### src/rtl/reg_write_arbiter_if.sv
// reg_write_arbiter_if: requester and register-bank write port bundle for reg_write_arbiter
interface reg_write_arbiter_if #(
    parameter int NREQ = 4,
    parameter int AW   = 3,
    parameter int DW   = 8
);
    localparam int PW = (NREQ > 1) ? $clog2(NREQ) : 1;
    logic [NREQ-1:0]    req;
    logic [NREQ*AW-1:0] req_addr;
    logic [NREQ*DW-1:0] req_data;
    logic               wr_ready;
    logic               we;
    logic [AW-1:0]      wr_addr;
    logic [DW-1:0]      wr_data;
    logic [NREQ-1:0]    gnt;
    logic [PW-1:0]      owner;
    modport master (
        output req, req_addr, req_data, wr_ready,
        input  we, wr_addr, wr_data, gnt, owner
    );
    modport slave (
        input  req, req_addr, req_data, wr_ready,
        output we, wr_addr, wr_data, gnt, owner
    );
endinterface

### src/rtl/reg_write_arbiter.sv
// reg_write_arbiter: round-robin arbiter sharing one registered bank write port among NREQ requesters
module reg_write_arbiter #(
    parameter int NREQ = 4,
    parameter int AW   = 3,
    parameter int DW   = 8
) (
    input logic                clk,
    input logic                rst_n,
    reg_write_arbiter_if.slave io_bus
);
    localparam int PW = (NREQ > 1) ? $clog2(NREQ) : 1;
    typedef enum logic {IDLE, ISSUE} state_t;
    state_t          r_state, w_state_nxt;
    logic [PW-1:0]   r_ptr, r_owner, w_win;
    logic [AW-1:0]   r_addr;
    logic [DW-1:0]   r_data;
    logic [NREQ-1:0] w_elig;
    logic            w_we, w_found, w_load;
    int              j;
    assign w_we = (r_state == ISSUE);
    // the owner's req is still high on its completing edge, so it sits out that search
    assign w_elig = io_bus.req & ~(NREQ'(w_we) << r_owner);
    always_comb begin
        w_found = 1'b0;
        w_win   = '0;
        j       = 0;
        for (int k = NREQ - 1; k >= 0; k--) begin
            j = (int'(r_ptr) + k) % NREQ;
            if (w_elig[PW'(j)]) begin
                w_found = 1'b1;
                w_win   = PW'(j);
            end
        end
    end
    assign w_load = w_found & (~w_we | io_bus.wr_ready);
    always_comb begin
        w_state_nxt = r_state;
        if (!w_we || io_bus.wr_ready)
            w_state_nxt = w_found ? ISSUE : IDLE;
    end
    always_ff @(posedge clk or negedge rst_n) begin
        if (!rst_n)
            r_state <= IDLE;
        else
            r_state <= w_state_nxt;
    end
    always_ff @(posedge clk or negedge rst_n) begin
        if (!rst_n) begin
            r_addr  <= '0;
            r_data  <= '0;
            r_owner <= '0;
            r_ptr   <= '0;
        end else if (w_load) begin
            r_addr  <= AW'(io_bus.req_addr >> (int'(w_win) * AW));
            r_data  <= DW'(io_bus.req_data >> (int'(w_win) * DW));
            r_owner <= w_win;
            r_ptr   <= (int'(w_win) == NREQ - 1) ? '0 : w_win + 1'b1;
        end
    end
    assign io_bus.we      = w_we;
    assign io_bus.wr_addr = r_addr;
    assign io_bus.wr_data = r_data;
    assign io_bus.owner   = r_owner;
    assign io_bus.gnt     = NREQ'(w_we & io_bus.wr_ready) << r_owner;
endmodule

### src/flat_wrapper.sv
// flat-port wrapper written by rule: the top's interface ports become plain ports
module reg_write_arbiter_flat 
#(
    parameter int NREQ = 4,
    parameter int AW   = 3,
    parameter int DW   = 8
)
  (clk, rst_n, io_bus_req, io_bus_req_addr, io_bus_req_data, io_bus_wr_ready, io_bus_we, io_bus_wr_addr, io_bus_wr_data, io_bus_gnt, io_bus_owner);
  reg_write_arbiter_if #(.NREQ(NREQ), .AW(AW), .DW(DW)) io_bus_i ();
  input logic clk;
  input logic rst_n;
  input wire logic [$bits(io_bus_i.req)-1:0] io_bus_req;
  input wire logic [$bits(io_bus_i.req_addr)-1:0] io_bus_req_addr;
  input wire logic [$bits(io_bus_i.req_data)-1:0] io_bus_req_data;
  input wire logic [$bits(io_bus_i.wr_ready)-1:0] io_bus_wr_ready;
  output wire logic [$bits(io_bus_i.we)-1:0] io_bus_we;
  output wire logic [$bits(io_bus_i.wr_addr)-1:0] io_bus_wr_addr;
  output wire logic [$bits(io_bus_i.wr_data)-1:0] io_bus_wr_data;
  output wire logic [$bits(io_bus_i.gnt)-1:0] io_bus_gnt;
  output wire logic [$bits(io_bus_i.owner)-1:0] io_bus_owner;
  assign io_bus_i.req = io_bus_req;
  assign io_bus_i.req_addr = io_bus_req_addr;
  assign io_bus_i.req_data = io_bus_req_data;
  assign io_bus_i.wr_ready = io_bus_wr_ready;
  assign io_bus_we = io_bus_i.we;
  assign io_bus_wr_addr = io_bus_i.wr_addr;
  assign io_bus_wr_data = io_bus_i.wr_data;
  assign io_bus_gnt = io_bus_i.gnt;
  assign io_bus_owner = io_bus_i.owner;
  reg_write_arbiter #(.NREQ(NREQ), .AW(AW), .DW(DW)) u_core (.clk(clk), .rst_n(rst_n), .io_bus(io_bus_i));
endmodule
### config.mk
export PLATFORM = sky130hd
export DESIGN_NAME = reg_write_arbiter_flat
export DESIGN_NICKNAME = d
export VERILOG_FILES = /design/src/rtl/reg_write_arbiter_if.sv /design/src/rtl/reg_write_arbiter.sv /design/src/flat_wrapper.sv
export SDC_FILE = /design/constraint.sdc
export NUM_CORES = 1
export LEC_CHECK = 0
export BUFFER_PORTS_ARGS = -buffer_cell sky130_fd_sc_hd__buf_2
export CORE_UTILIZATION = 46
export DETAILED_ROUTE_END_ITERATION = 10
export PLACE_DENSITY = 0.84
export SYNTH_ARGS = -nofsm -noshare
export SYNTH_HDL_FRONTEND = slang
export SYNTH_SLANG_ARGS = --single-unit
### constraint.sdc
create_clock -name clk -period 5.5 [get_ports clk]
set_input_delay 0.55 -clock clk [delete_from_list [all_inputs] [get_ports clk]]
set_output_delay 0.55 -clock clk [all_outputs]
set_load 0.02 [all_outputs]
---- Yosys cells after proc, flatten, opt, wreduce, memory -nomap -nowiden ----
Index checks and enable logic that the tools add are counted.
operators by class
  multiply operators ...................... 1
  reduce and logical (&&, ||, !) cells .... 2
  equality and inequality tests ........... 1
  $lt $le $gt $ge ......................... 4
  shifts and indexed selects .............. 4
  add/sub/neg operators ................... 4
  bitwise operators ....................... 6
  muxes and demuxes ....................... 22
operators with widths
  cell                 count
  $shr 12x32->3        1
  $shr 32x5->8         1
  $lt 2x4->1 const B   4
  $mux 1               13
  $mux 2               5
  $bmux 1 s2           4
  $add 2x1->2 const B  2
  $add 2x2->2 const B  2
  $and 4x4->4          1
  $mul 2x2->4 const B  1
  $not 4->4            1
  $shl 1x2->4          1
  $shl 4x2->4          1
  $and 1x1->1          2
  $eq 2x1->1 const B   1
  $logic_not 1->1      1
  $logic_or 1x1->1     1
  $not 1->1            1
  $or 1x1->1           1
word-level totals
  register bits after elaboration ......... 16
  output and inout bits ................... 18
  logic and storage cells ................. 49
  input port bits ......................... 51

---- Depth between registers and ports, before layout ----
Gate-level depths: netlist (run 1).
  depth after elaboration ................. 12
  depth in mapped cells ................... 7
  mapped depth without buffers ............ 5

---- Worst setup path after synthesis (run 1) ----
No wires, ideal clock.
  path kind ............................... register -> register
  start point ............................. register u_core.r_owner[0], in the netlist u_core.io_bus.owner[0]
  end point ............................... register u_core.r_addr[0], in the netlist u_core.io_bus.wr_addr[0]
  arrival ................................. 1.941 ns
  data required time ...................... 5.368 ns
  cell stages (with the launch flop) ...... 8
  setup time .............................. 0.132 ns
  clock period less this slack ............ 2.073 ns
  path buffers ............................ 2
  setup slack ............................. 3.427 ns
  cell sequence ........................... dfrtp_1 > buf_2 > nor3b_4 > o2bb2ai_1 > a221oi_4 > buf_6 > mux2i_1 > o221ai_2
between the ends
  word-level cells in the longest chain between the ends .. 12
  elaborated cells between the ends (all ways) .. 26
  those cells by class .................... 1 x mul; 2 x shift; 20 x mux; 3 x bitwise
ends and longest elaborated chain
  what                                        RTL line                 source
  start, declared                             reg_write_arbiter.sv:14  logic [PW-1:0] r_ptr, r_owner, w_win;
  start signal, assigned                      reg_write_arbiter.sv:56  r_owner <= w_win;
  $shl 1x2->4 *                               reg_write_arbiter.sv:22  assign w_elig = io_bus.req & ~(NREQ'(w_we) << r_owner);
  $not 4->4 *                                 reg_write_arbiter.sv:22
  $and 4x4->4 *                               reg_write_arbiter.sv:22
  $bmux 1 s2                                  reg_write_arbiter.sv:29  if (w_elig[PW'(j)]) begin
  $mux 1 (implied by the code) (2 in series)  reg_write_arbiter.sv:29
  $mux 2 (4 in series)                        reg_write_arbiter.sv:29
  $mul 2x2->4                                 reg_write_arbiter.sv:54  r_addr <= AW'(io_bus.req_addr >> (int'(w_win) * AW));
  $shr 12x32->3                               reg_write_arbiter.sv:54
  end signal, assigned                        reg_write_arbiter.sv:54
  end, declared                               reg_write_arbiter.sv:15  logic [AW-1:0] r_addr;
Every way passes the cells marked *; elsewhere a longest branch is shown, timed or not. The select of a mux whose other input is x is not followed.
A chain may end at the register's enable or synchronous reset.

---- Worst setup path in the final report (run 1) ----
  start point ............................. register u_core.r_owner[1], in the netlist u_core.io_bus.owner[1]
  end point ............................... register u_core.r_data[3], in the netlist u_core.io_bus.wr_data[3]
between the ends
  word-level cells in the longest chain between the ends .. 11
  elaborated cells between the ends (all ways) .. 25
  those cells by class .................... 2 x shift; 20 x mux; 3 x bitwise
ends and longest elaborated chain
  what                                            RTL line                                          source
  $shl 1x2->4 *                                   reg_write_arbiter.sv:22
  $not 4->4 *                                     reg_write_arbiter.sv:22
  $and 4x4->4 *                                   reg_write_arbiter.sv:22
  $bmux 1 s2                                      reg_write_arbiter.sv:29
  $mux 1 (implied by the code) (2 in series)      reg_write_arbiter.sv:29
  $mux 2 or $mux 1 (tied branches) (4 in series)  reg_write_arbiter.sv:29
  $shr 32x5->8 or $and 1x1->1 (tied branches)     reg_write_arbiter.sv:55, reg_write_arbiter.sv:35
  end signal, assigned                            reg_write_arbiter.sv:55                           r_data <= DW'(io_bus.req_data >> (int'(w_win) * DW));
  end, declared                                   reg_write_arbiter.sv:16                           logic [DW-1:0] r_data;
Marks and branches as above.

==> results by group, run 1 <==
Die
  • Full die area: 2740 sq um
  • DIE WIDTH: 52.4 microns
  • Starting Density: 50.8%
  • I/O Pins: 69
  • Die height: 52.4 microns
  • Core Box Area: 2300 sq um
  • FP Rows: 17

Timing
  • Slew @ Worst Pin: 1130 ps
  • RSZ-0062 raised after global routing: no
  • Slew HR: 24.1%
  • Final min period: 2590 ps
  • Setup Skew: 0.980 ps
  • Period Utilization, post-route: 47.2%
  • Fin Setup TNS: 0 ps
  • Final setup viols: 0
  • Final slew viol count: 0
  • Max Freq: 385 MHz
  • Final hold violation count: 0

Synthesis
  • Sequential area share after synthesis: 34.3%
  • Post-synth top area share: 34.3%
  • Post-synthesis xor/xnor area fraction: 0%
  • Post-synth top flop: dfrtp_1
  • Async set or reset register ratio after synthesis: 100%
  • Syn_nets: 163
  • Largest family of logic cells by synthesized area: compound AO/OA/AOI/OAI gates
  • Post-synth EDFFs: 0
  • Avg Synthesized Cell Area: 10.4 sq um
  • Simple-Gate Fraction of Synth Area: 18.4%
  • Post-Syn Area: 1170 sq um
  • Yosys cell types: 37
  • Multiplexer share of the synthesized area: 18.9%
  • Compound-Gate Fraction of Synth Area: 23.5%
  • Number of synthesized register bits: 16
  • Post-synthesis adder-cell area fraction: 0%
  • Cells after Synth: 112
  • Synth warn: 0
  • Largest area contributor in the netlist: dfrtp_1
  • Area contributors post-synth: dfrtp_1 (34%), mux2i_1 (19%), o221ai_2 (10%), nand2_1 (6.4%), a221oi_4 (2.3%)

Power and ir drop
  • Switching pwr: 387 uW
  • Worst vdd ir: 0.304 mV
  • Switching fraction of total power: 48.0%
  • Combinational Power Share: 64.6%
  • Pwr dens: 531 nW/um^2
  • P_leak: 0.000775 uW
  • Sequential fraction of design power: 27.9%
  • Clk pwr share: 7.5%
  • Final total power: 807 uW
  • Internal power: 420 uW

Global routing
  • Overall routing resource usage: 22.6%
  • GRT overflow: 0
  • First-pass GRT wire length: 4660 microns
  • Number of global-route vias before repair: 1110
  • Initial antenna violation count: 0
  • Largest net degree at the start of global routing: 26

Clocking
  • Clk pin slew, worst setup/hold paths: 90 ps
  • Clk_lat worst skew: 280 ps
  • CTS Hold Bufs: 0
  • # resized after CTS: 0
  • TritonCTS clock tree: built
  • H-Tree Depth: 1
  • Total CTS buffers: 3
  • CTS Sinks: 16
  • Root buffer cell: clkbuf_4
  • Setup Buffers After CTS: 0
  • Worst-case clock buffer depth: 2

Critical path
  • CP max FO: 11
  • Worst path arrival time: 2710 ps
  • CP required: 5620 ps
  • CP max stage cell: o21ai_1
  • CP Capture Type: flip-flop
  • Crit-path cells: nand2_2, o21ai_1, o22ai_1, o21ai_1, o221ai_1
  • Crit-path max cell delay: 930 ps
  • WS Path Type: reg2reg
  • Critical path launch point type: flip-flop
  • Cell repeated most along the worst path: o21ai_1

Route
  • Post-DR vias/cell: 5.55
  • Total Wirelength: 2770 microns
  • # DRC: 0
  • DRT iter0 DRCs: 14
  • Routed Antenna Nets: 0
  • Pre-Repair DR Iteration Count: 4
  • Vias: 1143
  • WL per Instance: 13.5 microns

Placement
  • RePlAce Congestion: 0.804
  • Post-DP HPWL: 2240 microns
  • PortBufs: 68

Hold path
  • Hold WC Path Type: in2async

Cells and area
  • Layout cells sized above 1: 48.3%
  • Inserted Diodes: 0
  • Layout area overhead: 30.1%
  • Filler cells: 213
  • Register Area: 400 sq um
  • Multi-input logic area: 709 sq um
  • Post-layout net count: 231

Flow run
  • Max Cap Violations: 0

Status
  • Outcome: finished, final reports clean
==> cells by family (layout without fill, tap and decap cells) <==
kind of cell           count (synthesis)  after routing
buffers and inverters                  7             73
AOI/OAI and AO/OA                     26             26
DFF                                   16             16
and+or+nand+nor                       41             41
muxes                                 22             22
==> layout by cell type (no fill, tap or decap), types with 2 or more instances in the layout <==
cell / instances
nor2b_1: 2
clkbuf_4: 3
o221ai_1: 3
nand2_1: 20
o2bb2ai_1: 2
nand2b_1: 2
o21ai_1: 3
mux2i_1: 22
nor2_1: 6
buf_2: 68
dfrtp_1: 16
o221ai_2: 8
==> worst max-delay path, delay by kind of cell, from the launching register on <==
kind | cells | cell delay [ps]
compound gates | 4 | 1830
flops | 1 | 500
simple gates | 1 | 100
==> layer usage <==
metal  up-vias  part of all wire, %  global-route usage, %
met5         -                    0                      0
met4         0                 0.43                   7.46
met3         2                  8.5                   4.35
met2        57                   50                   38.0
met1       523                   41                   29.0
li1        561                    -                      -
==> cells in the mapped netlist, drive strengths merged (2+ instances only) <==
| library cell | number |
|---|---|
| nand2b | 2 |
| o221ai | 11 |
| nor2b | 2 |
| dfrtp | 16 |
| o21ai | 4 |
| nor2 | 6 |
| or3 | 2 |
| o2bb2ai | 2 |
| buf | 5 |
| mux2i | 22 |
| nand2 | 21 |
==> area by class of cell <==
type / instances / area share (%)
Sequential cell: 16 / 26.4
Clock buffer: 3 / 1.48
Tap cell: 28 / 2.31
Timing Repair Buffer: 69 / 22.9
Multi-Input combinational cell: 89 / 46.7
Inverter: 1 / 0.247
==> worst paths after layout <==
check	startpoint	endpoint	slack (ps)	cells past startpoint
setup / recovery	u_core.io_bus.owner[1]	u_core.io_bus.wr_data[3]	2910	5
hold / removal	rst_n	u_core.io_bus.wr_data[7]	160	1
setup reg to reg	u_core.io_bus.owner[1]	u_core.io_bus.wr_data[3]	2910	5
hold reg to reg	u_core.io_bus.wr_addr[2]	u_core.io_bus.wr_addr[2]	500	2
max in group asynchronous	rst_n	u_core.io_bus.wr_data[4]	5090	1
min in group clk	u_core.io_bus.wr_addr[2]	u_core.io_bus.wr_addr[2]	500	2
==> registers in the layout, summed over array words and instances (netlist names) <==
name / count
u_core.io_bus.owner: 2
u_core.io_bus.we: 1
u_core.io_bus.wr_addr: 3
u_core.io_bus.wr_data: 8
u_core.r_ptr: 2
==> power groups by stage <==
stage               sequential (uW)  clock (uW)  combinational, uW
floorplan                       271           0                373
global placement                223           0                508
detailed placement              225           0                528
CTS                             225        61.0                526
global route                    235        65.8                567
finish                          225        60.6                521
==> stage by stage <==
stage                     setup WS, ps  util [%]  hold slack (ps)  std cells  area [sq um]
after floorplan                   3430         -              254        112          1170
after global placement            3060      65.1              470        203          1500
after detailed placement          2930      65.1              472        203          1500
after CTS                         2930      66.1              163        206          1520
after global routing              2630      66.1              173        206          1520
final                             2910      66.1              158        206          1520
(Power assumes the default switching activity.)
==> run 2, diff against run 1 <==
ABC_AREA = 1   (was default)
CORE_ASPECT_RATIO = 0.5   (was default)
CORE_UTILIZATION = 45   (was 46)
PLACE_DENSITY = 0.8   (was 0.84)
clock period = 2.6 ns   (was 5.5 ns; I/O delays follow)
==> run 2 against run 1 <==
Critical path depth up 6. Setup slack worse by 2400 ps. First-iteration DRC count grew to 4.1 times the previous value. Clock skew rose by 1.2 ps. Cell count is 50% higher. Combinational power rose to 3.4 times the previous value. Register-to-register slack lost 2400 ps. Core utilization decreased by 1.8 points. Largest power group unchanged.
==> results by group, run 2 <==
Timing
  • Final slew viol count: 0 (unchanged)
  • Setup ws final: 483 ps (-2420 ps)
  • Final min period: 2120 ps (-478 ps)
  • Slew @ Worst Pin: 418 ps (-713 ps)
  • Final hold violation count: 0 (unchanged)
  • Slew HR: 72.1% (+48 points)
  • RSZ-0062 raised after global routing: no
  • Fin Setup TNS: 0 ps (unchanged)
  • Setup Skew: 2.18 ps (+1.20 ps)
  • Max Freq: 472 MHz (+23%)
  • Period Utilization, post-route: 81.4% (+34 points)
  • Final setup viols: 0 (unchanged)

Hold path
  • Hold Path Stages: 2
  • Hold WC Path Type: in2reg
  • Hold EP: u_core.io_bus.we
  • Hold wc startpoint: io_bus_wr_ready

Die
  • Starting Density: 48.5% (-2.3 points)
  • DIE WIDTH: 77.9 microns (+49%)
  • Die height: 39.9 microns (-24%)
  • FP Rows: 13 (-4)
  • Full die area: 3110 sq um (+13%)
  • I/O Pins: 69 (unchanged)
  • Core Box Area: 2670 sq um (+16%)

Clocking
  • Setup Buffers After CTS: 0 (unchanged)
  • Clk_lat worst skew: 250 ps (-30 ps)
  • Root buffer cell: clkbuf_8
  • Clk pin slew, worst setup/hold paths: 60 ps (-30 ps)
  • Total CTS buffers: 3 (unchanged)
  • CTS Sinks: 16 (unchanged)
  • TritonCTS clock tree: built
  • Worst-case clock buffer depth: 2 (unchanged)
  • H-Tree Depth: 1 (unchanged)

Power and ir drop
  • Pwr dens: 1460 nW/um^2 (+170%)
  • Worst vdd ir: 0.664 mV (+120%)
  • P_leak: 0.00104 uW (+34%)

Cells and area
  • Post-layout net count: 324 (+40%)
  • Inserted Diodes: 0 (unchanged)
  • Layout area overhead: 32.6%
  • Finished Core Util: 64.4% (-1.8 points)
  • Most common cell after layout, fill and taps aside: buf_2
  • Filler cells: 249 (+17%)
  • Layout cells sized above 1: 31.6% (-17 points)
  • Most frequent cells in the layout: buf_2 (68), nand2_1 (60), nand3_1 (42), inv_1 (37), dfrtp_1 (16)
  • Max FFs per register: 8 (unchanged)

Global routing
  • First-pass GRT wire length: 5060 microns (+8.6%)
  • Initial antenna violation count: 0 (unchanged)
  • Overall routing resource usage: 21.1% (-1.5 points)
  • Largest net degree at the start of global routing: 40 (+54%)
  • GRT overflow: 0 (unchanged)
  • Number of global-route vias before repair: 1283 (+16%)

Synthesis
  • Most frequent cell after synthesis: nand2_1
  • Post-Syn Area: 1290 sq um (+11%)
  • Sequential area share after synthesis: 30.9% (-3.4 points)
  • Post-synth top area share: 30.9% (-3.4 points)
  • Synth warn: 0 (unchanged)
  • Largest area contributor in the netlist: dfrtp_1
  • Avg Synthesized Cell Area: 6.38 sq um (-39%)
  • Post-synth EDFFs: 0 (unchanged)
  • Area contributors post-synth: dfrtp_1 (31%), nand2_1 (17%), nand3_1 (16%), inv_1 (11%), o211ai_1 (5.2%)
  • Cells after Synth: 203 (+81%)
  • Syn_nets: 254 (+56%)
  • Number of synthesized register bits: 16 (unchanged)
  • Most common library cells after synthesis: nand2_1 (60), nand3_1 (42), inv_1 (37)
  • Async set or reset register ratio after synthesis: 100% (unchanged)
  • Post-synth top flop: dfrtp_1
  • Yosys cell types: 22 (-41%)

Route
  • Routed Antenna Nets: 0 (unchanged)
  • WL per Instance: 10.0 microns (-26%)
  • Vias: 1481 (+30%)
  • # DRC: 0 (unchanged)
  • Total Wirelength: 3090 microns (+11%)
  • Pre-Repair DR Iteration Count: 4 (unchanged)
  • DRT iter0 DRCs: 57 (+43)
  • Post-DR vias/cell: 4.79 (-14%)

Critical path
  • Worst r2r src: u_core.r_ptr[0]
  • CP required: 2730 ps (-2890 ps)
  • R2R setup slack: 480 ps (-2420 ps)
  • Critical path launch point type: flip-flop
  • Worst path arrival time: 2240 ps (-470 ps)
  • CP Capture Type: flip-flop
  • CP max FO: 39 (+28)
  • Worst R2R End: u_core.r_ptr[1]
  • Register-to-Register Path Depth: 11 (+6)
  • WS Path Type: reg2reg

Status
  • Outcome: finished, final reports clean

Flow run
  • Max Cap Violations: 0 (unchanged)

Placement
  • PortBufs: 68 (unchanged)
  • RePlAce Congestion: 0.779 (-3.2%)
  • Setup WS pre-CTS: 328 ps (-2600 ps)
  • Post-DP HPWL: 2440 microns (+9.2%)
run 2: cell count changes after synthesis, moves of 3 or more:
cell,change
inv_1,+36
mux2i_1,-22
nand2_1,+40
nand2_2,+3
nand3_1,+41
o211ai_1,+9
o221ai_1,-3
o221ai_2,-8
or2_1,+8
run 2: final cells by class:
type	count	area [sq um]	share of cell area (%)
Clock buffer	4	55.1	3.21
Inverter	39	146	8.53
Multi-Input combinational cell	142	703	41.0
Sequential cell	16	400	23.3
Tap cell	37	46.3	2.70
Timing Repair Buffer	71	365	21.3
run 2: stage by stage:
stage,total power [uW],area [sq um],hold slack (ps),instances
final,2500,1720,239,309
after global placement,2220,1650,183,304
after detailed placement,2270,1650,198,304
after floorplan,1950,1290,-35.6,203
after global routing,2780,1720,233,309
after CTS,2500,1710,228,309
run 2: cells by family (layout without fill, tap and decap cells):
kind of cell / Yosys count / count (layout) / share of synthesized area (%)
simple gates: 125 / 125 / 44.1
buf+inv: 45 / 114 / 15.2
xor+xnor: 1 / 1 / 1.26
compound gates: 16 / 16 / 8.60
flops: 16 / 16 / 30.9
run 2: power by group:
part           internal (uW)  switching, uW  total (uW)
Sequential               394            105         499
Clock                    134           86.2         221
Combinational            619           1170        1780
run 2: critical path, stage by stage (launching register included):
cell,delay [ps]
dfrtp_1,580
inv_2,100
nand3_1,100
nand2_1,90
nand2_1,90
nand2_1,50
inv_1,90
nand3_2,180
nand2_4,320
nand2_1,170
o211ai_1,120
o21ai_0,110
run 2: metal layers:
metal / part of all wire (%) / global-route usage, % / wire length [microns]
met3: 4.9 / 3.18 / 150
met2: 49 / 39.8 / 1520
met1: 45 / 25.6 / 1390
met4: 0.81 / 8.96 / 25
met5: 0 / 0 / 0
run 2: timing repair:
action                     4_1_cts  5_1_grt
gates resized for setup          0        1
hold buffers                     1        0
hold endpoints to repair        16        0
setup endpoints to repair        0        1
run 2: worst max path at each step:
stage	from	slack, ps	to	cells past startpoint
after global placement	u_core.r_ptr[0]	440	u_core.io_bus.wr_data[4]	10
after floorplan	u_core.io_bus.owner[0]	770	u_core.io_bus.wr_addr[0]	14
after CTS	u_core.r_ptr[0]	300	u_core.r_ptr[1]	11
after global routing	u_core.r_ptr[0]	220	u_core.r_ptr[1]	11
after detailed placement	u_core.r_ptr[0]	330	u_core.r_ptr[1]	11
final	u_core.r_ptr[0]	480	u_core.r_ptr[1]	11
==> run 3, diff against run 2 <==
clock period = 2.1 ns   (was 2.6 ns; I/O delays follow)
==> run 3 against run 2 <==
Fmax is 8.7% higher. Core utilization grew 3.8 points. Highest routed layer unchanged. Setup slack worse by 330 ps. Non-clock buffer count up 4. Worst hold slack worse by 52 ps. Sequential share of layout area decreased by 1.2 points. Total power increased by 38%.
==> results by group, run 3 (synthesis results as in run 2) <==
Timing
  • Setup ws final: 153 ps (-330 ps)
  • Setup Skew: 3.79 ps (+1.60 ps)
  • Fin Setup TNS: 0 ps (unchanged)
  • Final slew viol count: 0 (unchanged)
  • Final min period: 1950 ps (-170 ps)
  • Period Utilization, post-route: 92.7% (+11 points)
  • Final setup viols: 0 (unchanged)
  • Slew HR: 64.8% (-7.3 points)
  • Final hold violation count: 0 (unchanged)
  • Slew @ Worst Pin: 528 ps (+110 ps)
  • Max Freq: 514 MHz (+8.7%)

Critical path
  • Worst path bufs/invs: 2 (unchanged)
  • Crit-path max cell delay: 430 ps (-150 ps)
  • R2R setup slack: 150 ps (-330 ps)
  • Worst r2r src: u_core.io_bus.owner[1]
  • Worst path arrival time: 2070 ps (-170 ps)
  • CP Capture Type: flip-flop
  • Crit-path cells: inv_2, nand3_2, nand3_1, nand2_1, nand2_1, nand2_1, nand2_2, nand2_2, nand2_4, nand2_4, clkbuf_16, or2_1, nand3_1, nand3_1
  • WP depth: 14 (+3)
  • Register-to-Register Path Depth: 14 (+3)
  • CP max FO: 19 (-51%)
  • Critical Path Source: u_core.io_bus.owner[1]
  • Worst R2R End: u_core.io_bus.wr_data[4]
  • CP max stage cell: dfrtp_1
  • Critical path launch point type: flip-flop
  • Crit path capture: u_core.io_bus.wr_data[4]
  • CP required: 2220 ps (-510 ps)
  • Cell family with most CP delay: simple AND/OR/NAND/NOR gates
  • WS Path Type: reg2reg

Power and ir drop
  • P_leak: 0.00108 uW (+3.3%)
  • Combinational Power Share: 73.8% (+2.5 points)
  • Switching pwr: 1800 uW (+32%)
  • Worst vdd ir: 0.918 mV (+38%)
  • Switching fraction of total power: 52.0% (-2.2 points)
  • Clk pwr share: 7.8% (-1.0 points)
  • Internal power: 1660 uW (+45%)
  • Sequential fraction of design power: 18.4% (-1.5 points)
  • Pwr dens: 1900 nW/um^2 (+30%)

Cells and area
  • Layout cells sized above 1: 37.0% (+5.3 points)
  • Inserted Diodes: 0 (unchanged)
  • Layout area overhead: 40.5%
  • Fin cells: 313 (+1.3%)
  • Post-layout net count: 328 (+1.2%)
  • Most common cell after layout, fill and taps aside: buf_2
  • Most frequent cells in the layout: buf_2 (68), nand2_1 (57), nand3_1 (38), inv_1 (34), dfrtp_1 (14)
  • Max FFs per register: 8 (unchanged)

Global routing
  • Number of global-route vias before repair: 1224 (-4.6%)
  • Overall routing resource usage: 20.5% (-0.64 points)
  • GRT overflow: 0 (unchanged)
  • Largest net degree at the start of global routing: 40 (unchanged)
  • First-pass GRT wire length: 4920 microns (-2.9%)
  • Initial antenna violation count: 0 (unchanged)

Route
  • Routed Antenna Nets: 0 (unchanged)
  • Post-DR vias/cell: 4.70 (-1.9%)
  • DRT iter0 DRCs: 88 (+54%)
  • Pre-Repair DR Iteration Count: 4 (unchanged)
  • WL per Instance: 10.1 microns (+0.89%)
  • Total Wirelength: 3160 microns (+2.2%)
  • Vias: 1471 (-0.68%)
  • # DRC: 0 (unchanged)

Placement
  • PortBufs: 68 (unchanged)
  • Setup WS pre-CTS: 143 ps (-185 ps)
  • RePlAce Congestion: 0.786 (+0.90%)
  • Post-DP HPWL: 2370 microns (-2.9%)
  • Cells after DPL: 306 (+0.66%)

Die
  • I/O Pins: 69 (unchanged)
  • Starting Density: 48.5% (unchanged)
  • FP Rows: 13 (unchanged)
  • Core Box Area: 2670 sq um (unchanged)
  • Full die area: 3110 sq um (unchanged)
  • DIE WIDTH: 77.9 microns (unchanged)
  • Die height: 39.9 microns (unchanged)

Status
  • Outcome: finished, final reports clean

Hold path
  • Hold WC Path Type: in2reg

Clocking
  • Worst-case clock buffer depth: 2 (unchanged)
  • Root buffer cell: clkbuf_8
  • CTS Sinks: 16 (unchanged)
  • Clk_lat worst skew: 250 ps (about the same)
  • Clk pin slew, worst setup/hold paths: 60 ps (about the same)
  • Total CTS buffers: 3 (unchanged)
  • TritonCTS clock tree: built
  • H-Tree Depth: 1 (unchanged)

Flow run
  • Max Cap Violations: 0 (unchanged)
==> run 3: how the worst min path moves through the flow <==
| stage | endpoint | slack (ps) | start | depth (start not counted) |
|---|---|---|---|---|
| floorplan | u_core.io_bus.owner[0] | -90 | rst_n | 0 |
| global placement | u_core.io_bus.we | 130 | rst_n | 1 |
| detailed placement | u_core.io_bus.we | 140 | rst_n | 1 |
| CTS | u_core.io_bus.we | 200 | io_bus_wr_ready | 2 |
| global route | u_core.io_bus.we | 210 | io_bus_wr_ready | 2 |
| finish | u_core.io_bus.we | 190 | io_bus_wr_ready | 2 |
==> run 3: layout make-up <==
class	instances	area [sq um]
Clock buffer	4	55.1
Timing Repair Buffer	75	425
Fill cell	249	848
Multi-Input combinational cell	142	743
Inverter	39	146
Tap cell	37	46.3
Sequential cell	16	403
==> run 3: power groups by stage <==
stage / sequential (uW) / clock [uW] / combinational [uW]
after global routing: 658 / 287 / 2860
after detailed placement: 615 / 0 / 2310
after global placement: 612 / 0 / 2260
final: 636 / 270 / 2550
after CTS: 613 / 272 / 2320
after floorplan: 760 / 0 / 1650
==> run 3: stage by stage <==
step                      total power (uW)  util (%)  hold WS (ps)  cell area, sq um
after floorplan                       2410         -         -85.6              1290
after global placement                2870      62.8           131              1670
after detailed placement              2920      62.8           137              1670
after CTS                             3200      65.2           196              1740
after global routing                  3800      68.2           214              1820
final                                 3450      68.2           188              1820
==> run 3: timing repair <==
action | 4_1_cts | 5_1_grt
endpoints found under the hold margin | 16 | 0
setup endpoints to repair | 0 | 13
buffers inserted | 0 | 1
gates resized for setup | 0 | 15
hold buffers | 1 | 0
==> run 3: routing by layer <==
metal | share of wire, % | up-vias | global-route usage (%)
met5 | 0 | - | 0
met4 | 0.66 | 0 | 4.25
met3 | 4.1 | 2 | 3.41
met2 | 47 | 38 | 38.5
met1 | 49 | 651 | 26.0
li1 | - | 780 | -
